<file path="config.mk">
export PLATFORM = sky130hd
export DESIGN_NAME = event_arbiter
export DESIGN_NICKNAME = d
export VERILOG_FILES = /design/src/rtl/event_arbiter.sv
export SDC_FILE = /design/constraint.sdc
export NUM_CORES = 1
export LEC_CHECK = 0
export BUFFER_PORTS_ARGS = -buffer_cell sky130_fd_sc_hd__clkbuf_2
export CAP_MARGIN = 30
export CORE_AREA = 2 2 329 331
export DETAILED_ROUTE_END_ITERATION = 6
export DIE_AREA = 0 0 331 333
export PLACE_DENSITY = 0.44
export SLEW_MARGIN = 20
export SYNTH_ARGS = -nofsm -noshare
export SYNTH_HDL_FRONTEND = slang
export SYNTH_SLANG_ARGS = --single-unit
</file>
<file path="constraint.sdc">
create_clock -name clk -period 10.7 [get_ports clk]
set_clock_uncertainty 0.05 [all_clocks]
set_input_delay 0 -clock clk [delete_from_list [all_inputs] [get_ports clk]]
set_output_delay 0 -clock clk [all_outputs]
set_load 0.03 [all_outputs]
</file>
<file path="src/rtl/event_arbiter.sv">
`default_nettype none
// ============================================================================
// Module   : event_arbiter
// Purpose  : Round-robin merge of detector event streams; a time tag is
//            inserted ahead of any event whose period differs from the last.
// Revision : 1.0  initial release
// ============================================================================
module event_arbiter #(
  parameter int NBLOCKS     = 4,
  parameter int DATA_BITS   = 128,
  parameter int PERIOD_BITS = 48
) (
  input  logic                           clk,
  input  logic                           rst,
  input  logic [NBLOCKS-1:0]             enable,
  input  logic [NBLOCKS-1:0]             in_valid,
  output logic [NBLOCKS-1:0]             in_ready,
  input  logic [NBLOCKS*DATA_BITS-1:0]   in_data,
  input  logic [NBLOCKS*PERIOD_BITS-1:0] in_period,
  output logic                           out_valid,
  input  logic                           out_ready,
  output logic [DATA_BITS-1:0]           out_data,
  output logic                           out_is_tag
);

  localparam int IDX_W = (NBLOCKS > 1) ? $clog2(NBLOCKS) : 1;

  typedef enum logic [1:0] {
    ST_IDLE  = 2'd0,
    ST_TAG   = 2'd1,
    ST_EVENT = 2'd2
  } state_t;

  state_t                 r_state;
  state_t                 w_state_nxt;
  logic [IDX_W-1:0]       r_last_grant;
  logic [DATA_BITS-1:0]   r_data;
  logic [PERIOD_BITS-1:0] r_period;
  logic [PERIOD_BITS-1:0] r_cur_period;
  logic                   r_tag_valid;
  logic                   r_out_valid;
  logic                   r_out_is_tag;
  logic [DATA_BITS-1:0]   r_out_data;

  logic [NBLOCKS-1:0]     w_req;
  logic [NBLOCKS-1:0]     w_pop;
  logic                   w_found;
  logic [IDX_W-1:0]       w_grant_idx;
  logic [IDX_W-1:0]       w_cand;
  logic [DATA_BITS-1:0]   w_win_data;
  logic [PERIOD_BITS-1:0] w_win_period;
  logic                   w_need_tag;

  function automatic logic [DATA_BITS-1:0] make_tag(input logic [PERIOD_BITS-1:0] p);
    make_tag = '0;
    make_tag[DATA_BITS-1 -: 5] = 5'b11111;
    make_tag[PERIOD_BITS-1:0]  = p;
  endfunction

  assign w_req        = in_valid & enable;
  assign w_win_data   = in_data[w_grant_idx*DATA_BITS +: DATA_BITS];
  assign w_win_period = in_period[w_grant_idx*PERIOD_BITS +: PERIOD_BITS];
  assign w_need_tag   = !r_tag_valid || (w_win_period != r_cur_period);

  // Search starts one past the previous winner so every requester is served in turn
  always_comb begin
    w_found     = 1'b0;
    w_grant_idx = '0;
    w_cand      = '0;
    for (int k = 0; k < NBLOCKS; k++) begin
      w_cand = IDX_W'((int'(r_last_grant) + 1 + k) % NBLOCKS);
      if (!w_found && w_req[w_cand]) begin
        w_found     = 1'b1;
        w_grant_idx = w_cand;
      end
    end
  end

  always_comb begin
    w_state_nxt = r_state;
    w_pop       = '0;
    case (r_state)
      ST_IDLE: begin
        if (w_found) begin
          w_pop[w_grant_idx] = 1'b1;
          w_state_nxt        = w_need_tag ? ST_TAG : ST_EVENT;
        end
      end
      ST_TAG:   if (out_ready) w_state_nxt = ST_EVENT;
      ST_EVENT: if (out_ready) w_state_nxt = ST_IDLE;
      default:  w_state_nxt = ST_IDLE;
    endcase
  end

  always_ff @(posedge clk or posedge rst) begin
    if (rst) r_state <= ST_IDLE;
    else     r_state <= w_state_nxt;
  end

  always_ff @(posedge clk or posedge rst) begin
    if (rst) begin
      r_last_grant <= IDX_W'(NBLOCKS - 1);
      r_data       <= '0;
      r_period     <= '0;
      r_cur_period <= '0;
      r_tag_valid  <= 1'b0;
      r_out_valid  <= 1'b0;
      r_out_is_tag <= 1'b0;
      r_out_data   <= '0;
    end else begin
      case (r_state)
        ST_IDLE: begin
          if (w_found) begin
            r_last_grant <= w_grant_idx;
            r_data       <= w_win_data;
            r_period     <= w_win_period;
            r_out_valid  <= 1'b1;
            r_out_is_tag <= w_need_tag;
            r_out_data   <= w_need_tag ? make_tag(w_win_period) : w_win_data;
          end
        end
        ST_TAG: begin
          if (out_ready) begin
            r_cur_period <= r_period;
            r_tag_valid  <= 1'b1;
            r_out_is_tag <= 1'b0;
            r_out_data   <= r_data;
          end
        end
        ST_EVENT: begin
          if (out_ready) begin
            r_out_valid  <= 1'b0;
            r_out_is_tag <= 1'b0;
          end
        end
        default: r_out_valid <= 1'b0;
      endcase
    end
  end

  // The pop strobe is combinational from the grant, so it must be held off during reset
  assign in_ready   = rst ? '0 : w_pop;
  assign out_valid  = r_out_valid;
  assign out_is_tag = r_out_is_tag;
  assign out_data   = r_out_data;

endmodule
`default_nettype wire

</file>
# After elaboration in Yosys (flattened, before gate mapping)
# Cells that the tools add are included.
op_classes:
  bitwise_logic: 2
  magnitude_cmp: 6
  n_reduce_logical: 19
  n_mul: 1
  mux: 35
  add_sub_neg: 4
  n_shift: 2
  n_eq_ne: 7
op_table:
  columns: ["op", "n"]
  rows:
  - ["$shiftx 512x10->128", 1]
  - ["$mux 128", 3]
  - ["$pmux 128 s2", 1]
  - ["$shiftx 192x9->48", 1]
  - ["$ne 48x48->1", 1]
  - ["$mux 2", 8]
  - ["$lt 2x3->1 const B", 5]
  - ["$mux 1", 12]
  - ["$mux 4", 3]
  - ["$reduce_and 3->1", 4]
  - ["$bmux 1 s2", 4]
  - ["$add 2x2->2 const B", 3]
  - ["$ne 2x2->1 const B", 3]
  - ["$pmux 2 s3", 1]
  - ["$and 4x4->4", 1]
  - ["$logic_and 1x1->1", 4]
  - ["$logic_not 1->1", 4]
  - ["$mul 2x2->4 const B", 1]
  - ["$reduce_and 2->1", 2]
  - ["$reduce_bool 2->1", 2]
  - ["$pmux 1 s3", 1]
  - ["$add 2x1->2 const B", 1]
  - ["$demux 1 s2", 1]
  - ["$eq 2x1->1 const B", 1]
  - ["8 further kinds", 8]
totals:
  elab_cells: 85
  reg_bits: 359
  out_inout_bits: 134

# Depth between registers and ports, before layout
logic_depth:
  ltp_word: 20
  ltp_mapped: 16
  depth_no_buf: 10

# Worst setup path after synthesis
# No wires, ideal clock.
synth_path:
  path_type: "register to register"
  startpoint: "reg r_last_grant[1]"
  endpoint: "reg r_out_data[10], in the netlist out_data[10]"
  stages_incl_launch_ff: 17
  path_buffers: 6
  setup_slack_ns: 6.982
  period_less_slack_ns: 3.718
  setup_ns: 0.064
  arrival_time_ns: 3.604
  t_required_ns: 10.586
  cell_sequence: "dfstp_2 -> inv_2 -> a211o_1 -> buf_2 -> nand3_2 -> buf_6 -> buf_6 -> mux2i_1 -> o2bb2ai_1 -> o41ai_1 -> o221ai_1 -> or4_1 -> clkbuf_1 -> buf_2 -> buf_2 -> o31ai_1 -> o21a_1"
synth_via:
  elab_chain_len: 20
  elab_cells_between_ends: 36
  classes_between: "add/sub (4); mul (1); eq/ne (2); shift (2); mux (19); reduce/logical (8)"
synth_rtl:
  columns: ["element", "line", "source"]
  rows:
  - ["start, declared", "36", "logic [IDX_W-1:0] r_last_grant;"]
  - ["start signal, assigned", "102", "r_last_grant <= IDX_W'(NBLOCKS - 1);"]
  - ["start signal, assigned", "114", "r_last_grant <= w_grant_idx;"]
  - ["$add 2x1->2 (*)", "71", "w_cand = IDX_W'((int'(r_last_grant) + 1 + k) % NBLOCKS);"]
  - ["parallel branches: the longest is 19 deep, another holds $mul 2x2->4", null, null]
  - ["end signal, assigned", "119", "r_out_data <= w_need_tag ? make_tag(w_win_period) : w_win_data;"]
  - ["end signal, assigned", "127", "r_out_data <= r_data;"]
  - ["end, declared", "43", "logic [DATA_BITS-1:0] r_out_data;"]
# Mark *: on every way between the ends. The select of a mux whose other input is x is not followed.
# A chain may end at the register's enable or synchronous reset.

# Final worst setup path
layout_path:
  startpoint: "reg r_last_grant[1]"
  endpoint: "reg r_out_data[81], in the netlist out_data[81]"
# Same word-level chain as after synthesis.

==> metrics.md <==
| Metric | Value |
|---|---|
| Setup crit start kind | `flop` |
| Sequential area share after synthesis | `0.4053` |
| P_int | `4.669 mW` |
| Clk pwr share | `0.182` |
| Combinational fraction of design power | `0.533` |
| Synth async-reset ratio | `1.000` |
| RSZ-0062 raised after global routing | `no` |
| Final setup viols | `0` |
| Nature of the critical path endpoint | `flop` |
| Max_slew headroom | `0.2482` |
| Clock H-tree levels | `2` |
| Residual DRC count | `0` |
| CP arrival | `6810 ps` |
| CTS buffer count | `46` |
| Main synth FF type | `dfrtp_1` |
| Worst Path Required | `11140 ps` |
| Final TNS setup | `0 ps` |
| Switching part of the total power | `0.4615` |
| Final estimated routing congestion in global placement | `0.9520` |
| CTS tree | `done` |
| Seq pwr share | `0.286` |
| Fin crit period | `6376 ps` |
| GRT Util Overall | `0.2052` |
| Synth Area per Inst | `7.518 µm²` |
| Hold Fails Final Rpt | `0` |
| Area Overhead vs Synth | `50.47%` |
| Post-synthesis instance area | `22170 µm²` |
| HPWL after DPL | `87980 µm` |
| CP Class | `reg -> reg` |
| Max Transition Viols Final | `0` |
| Met3 WL post-DR | `8120 µm` |
| Core ar. | `106600 µm²` |
| Share of cells above drive strength 1 | `0.2578` |
| Clock sink count | `359` |
| Die area | `110200 µm²` |
| Vias in the first global route | `25320` |
| Initial antenna violation count | `21` |
| Worst Hold Slack | `31.21 ps` |
| Die W | `331 µm` |
| Largest net degree at the start of global routing | `212` |
| Part of the cycle the worst path needs | `0.5958` |
| NumNets Final | `4766` |
| Post-layout util | `0.3130` |
| Longest Clk Path Bufs | `3` |
| Syn nets | `3667` |
| CTS clk-pin slew, worst paths | `60 ps` |
| Grt total ovfl | `0` |
| Top routing layer used | `met5` |
| Met2 wire length | `53830 µm` |
| Final ANT Viol Nets | `0` |
| Yosys cell types | `70` |
| Post-CTS Setup Inserts | `0` |
| Post-Route WL | `117900 µm` |
| CTS Root Cell | `clkbuf_16` |
| Highest clock rate | `156.9 MHz` |
| Leakage | `16.34 nW` |
| Vias | `26010` |
| EDFF count, synth | `0` |
| Tightest Hold Check Type | `in -> reg` |
| MaxCap Viol Count | `0` |
| Iteration-0 DRC Markers | `1948` |
| Die Ht | `333 µm` |
| Initial Util | `0.2080` |
| CP max FO | `56` |
| DR pass1 iterations | `7` |
| Post-cts repair resize count | `0` |
| Power Density | `259.9 nW/µm²` |
| Clock Latency Late Sink | `590 ps` |
| Core Rows | `120` |
| # hold bufs at CTS | `405` |
| Per-cell routed wire length | `21.48 µm` |
| Status | `completed` |
| Boundary Pins | `849` |
| Least-Margin Pin Slew | `1116 ps` |
| IO Port Bufs | `848` |
| Switching power total | `4.002 mW` |
| Register bit total from synthesis | `359` |
| VDD IR max | `146.5 µV` |
| Syn Inst Count | `2949` |
| Synth warnings | `0` |
| First-pass GRT wire length | `169500 µm` |
| Pwr Total | `8.671 mW` |
| Wl on met1 | `52810 µm` |
| Routed vias/inst | `4.742` |
[final cells by class]
cell class	instances	area [µm²]
Fill cell	11750	73240
Timing Repair Buffer	1299	8751
Clock inverter	12	153.9
Sequential cell	359	8986
Antenna cell	3	7.507
Tap cell	1403	1755
Clock buffer	68	1364
Multi-Input combinational cell	2263	12040
Inverter	79	304.0
[through the flow]
stage               instances  area, µm²  setup slack (ps)
finish                   5486      33360              4324
floorplan                2949      22170             691.3
global placement         4991      27640              4939
global route             5485      33360              4024
detailed placement       4995      27710              4815
CTS                      5480      33280              4369
[routing by layer]
metal	global-route usage	vias to the layer above
met1	0.2817	12560
met4	0.05357	14
met3	0.04258	164
li1	-	12400
met2	0.3251	877
met5	0	-
[synthesized netlist by cell type (4+ instances only)]
library cell / n / share of area
or3_1: 9 / 0.0025
o31a_1: 5 / 0.0020
a21boi_0: 4 / 0.0014
a221oi_1: 4 / 0.0016
mux2i_1: 57 / 0.026
mux2_2: 62 / 0.031
nand4_1: 16 / 0.0045
inv_1: 78 / 0.013
nand3_1: 269 / 0.061
o211ai_1: 31 / 0.010
a2111oi_0: 8 / 0.0032
o22ai_1: 7 / 0.0020
nand3b_1: 14 / 0.0047
o22a_1: 5 / 0.0020
a31oi_1: 50 / 0.014
o21ai_0: 231 / 0.052
nand2_1: 909 / 0.15
a22o_1: 8 / 0.0032
clkbuf_1: 209 / 0.035
a21oi_1: 152 / 0.034
and2_1: 13 / 0.0037
o221ai_1: 8 / 0.0032
a221o_1: 5 / 0.0023
a211oi_1: 14 / 0.0047
xnor2_1: 10 / 0.0040
o21ai_1: 51 / 0.012
o31ai_1: 58 / 0.020
nand2b_1: 8 / 0.0023
nor3_1: 7 / 0.0016
buf_1: 23 / 0.0039
nor2_1: 52 / 0.0088
a21o_1: 13 / 0.0044
buf_2: 10 / 0.0023
o21a_1: 41 / 0.014
and3_1: 86 / 0.024
nor4_1: 7 / 0.0020
dfrtp_1: 357 / 0.40
o2bb2ai_1: 8 / 0.0032
[placed cells by master (no fill, tap or decap), drive strengths merged, types with 9 or more instances in the layout]
| master | instances |
|---|---|
| and3 | 86 |
| o211ai | 32 |
| o31ai | 58 |
| and2 | 13 |
| nand3b | 14 |
| nor2 | 52 |
| mux2 | 63 |
| mux2i | 57 |
| o21ai | 282 |
| a21oi | 152 |
| dfrtp | 357 |
| buf | 46 |
| o21a | 41 |
| xnor2 | 10 |
| nand2 | 909 |
| a211oi | 16 |
| clkbuf | 916 |
| nand4 | 16 |
| or3 | 9 |
| a21o | 13 |
| inv | 80 |
| dlygate4sd3 | 405 |
| nand3 | 270 |
| a31oi | 50 |
[path summary, 6_finish.rpt]
kind	startpoint	endpoint	slack, ps	cells after the start
setup / recovery	r_last_grant[1]$_DFFE_PP1P_	out_data[81]$_DFFE_PP0P_	4320	15
hold / removal	in_period[42]	r_period[42]$_DFFE_PP0P_	30	4
setup reg to reg	r_last_grant[1]$_DFFE_PP1P_	out_data[81]$_DFFE_PP0P_	4320	15
hold reg to reg	r_data[1]$_DFFE_PP0P_	r_data[1]$_DFFE_PP0P_	420	2
max in group asynchronous	rst	out_data[109]$_DFFE_PP0P_	8560	6
min in group asynchronous	rst	out_data[49]$_DFFE_PP0P_	100	3
[state kept, by name, indices dropped and copies added (netlist names)]
signal        count
out_valid         1
r_data          128
r_last_grant      2
r_state           2
r_tag_valid       1
out_is_tag        1
r_period         48
r_cur_period     48
out_data        128
[critical path, stage by stage (launching register included)]
cell,delay [ps]
dfstp_2,590
inv_2,190
a211o_1,560
nand3_4,510
buf_4,700
mux2i_1,230
dlygate4sd3_1,630
a21o_1,260
a2111oi_0,430
nand4_1,260
nor4_4,350
buf_4,540
nand3_4,100
buf_4,280
buf_12,250
o21ai_0,210
[power groups by stage]
stage / logic, mW / clock network, mW / registers, mW
floorplan: 2.24 / 0 / 2.82
global placement: 4.16 / 0 / 2.48
detailed placement: 4.21 / 0 / 2.49
CTS: 4.66 / 1.64 / 2.47
global route: 5.06 / 1.69 / 2.56
finish: 4.62 / 1.58 / 2.48
[cell families after synthesis]
logic type | Yosys count | synth area share
mux | 120 | 0.05773
compound gates | 728 | 0.2003
simple gates | 1400 | 0.2730
buf+inv | 327 | 0.05717
flops | 359 | 0.4053
fa+ha+maj | 3 | 0.001693
xor+xnor | 12 | 0.004740
No activity file was read; power rests on OpenSTA's default activity.
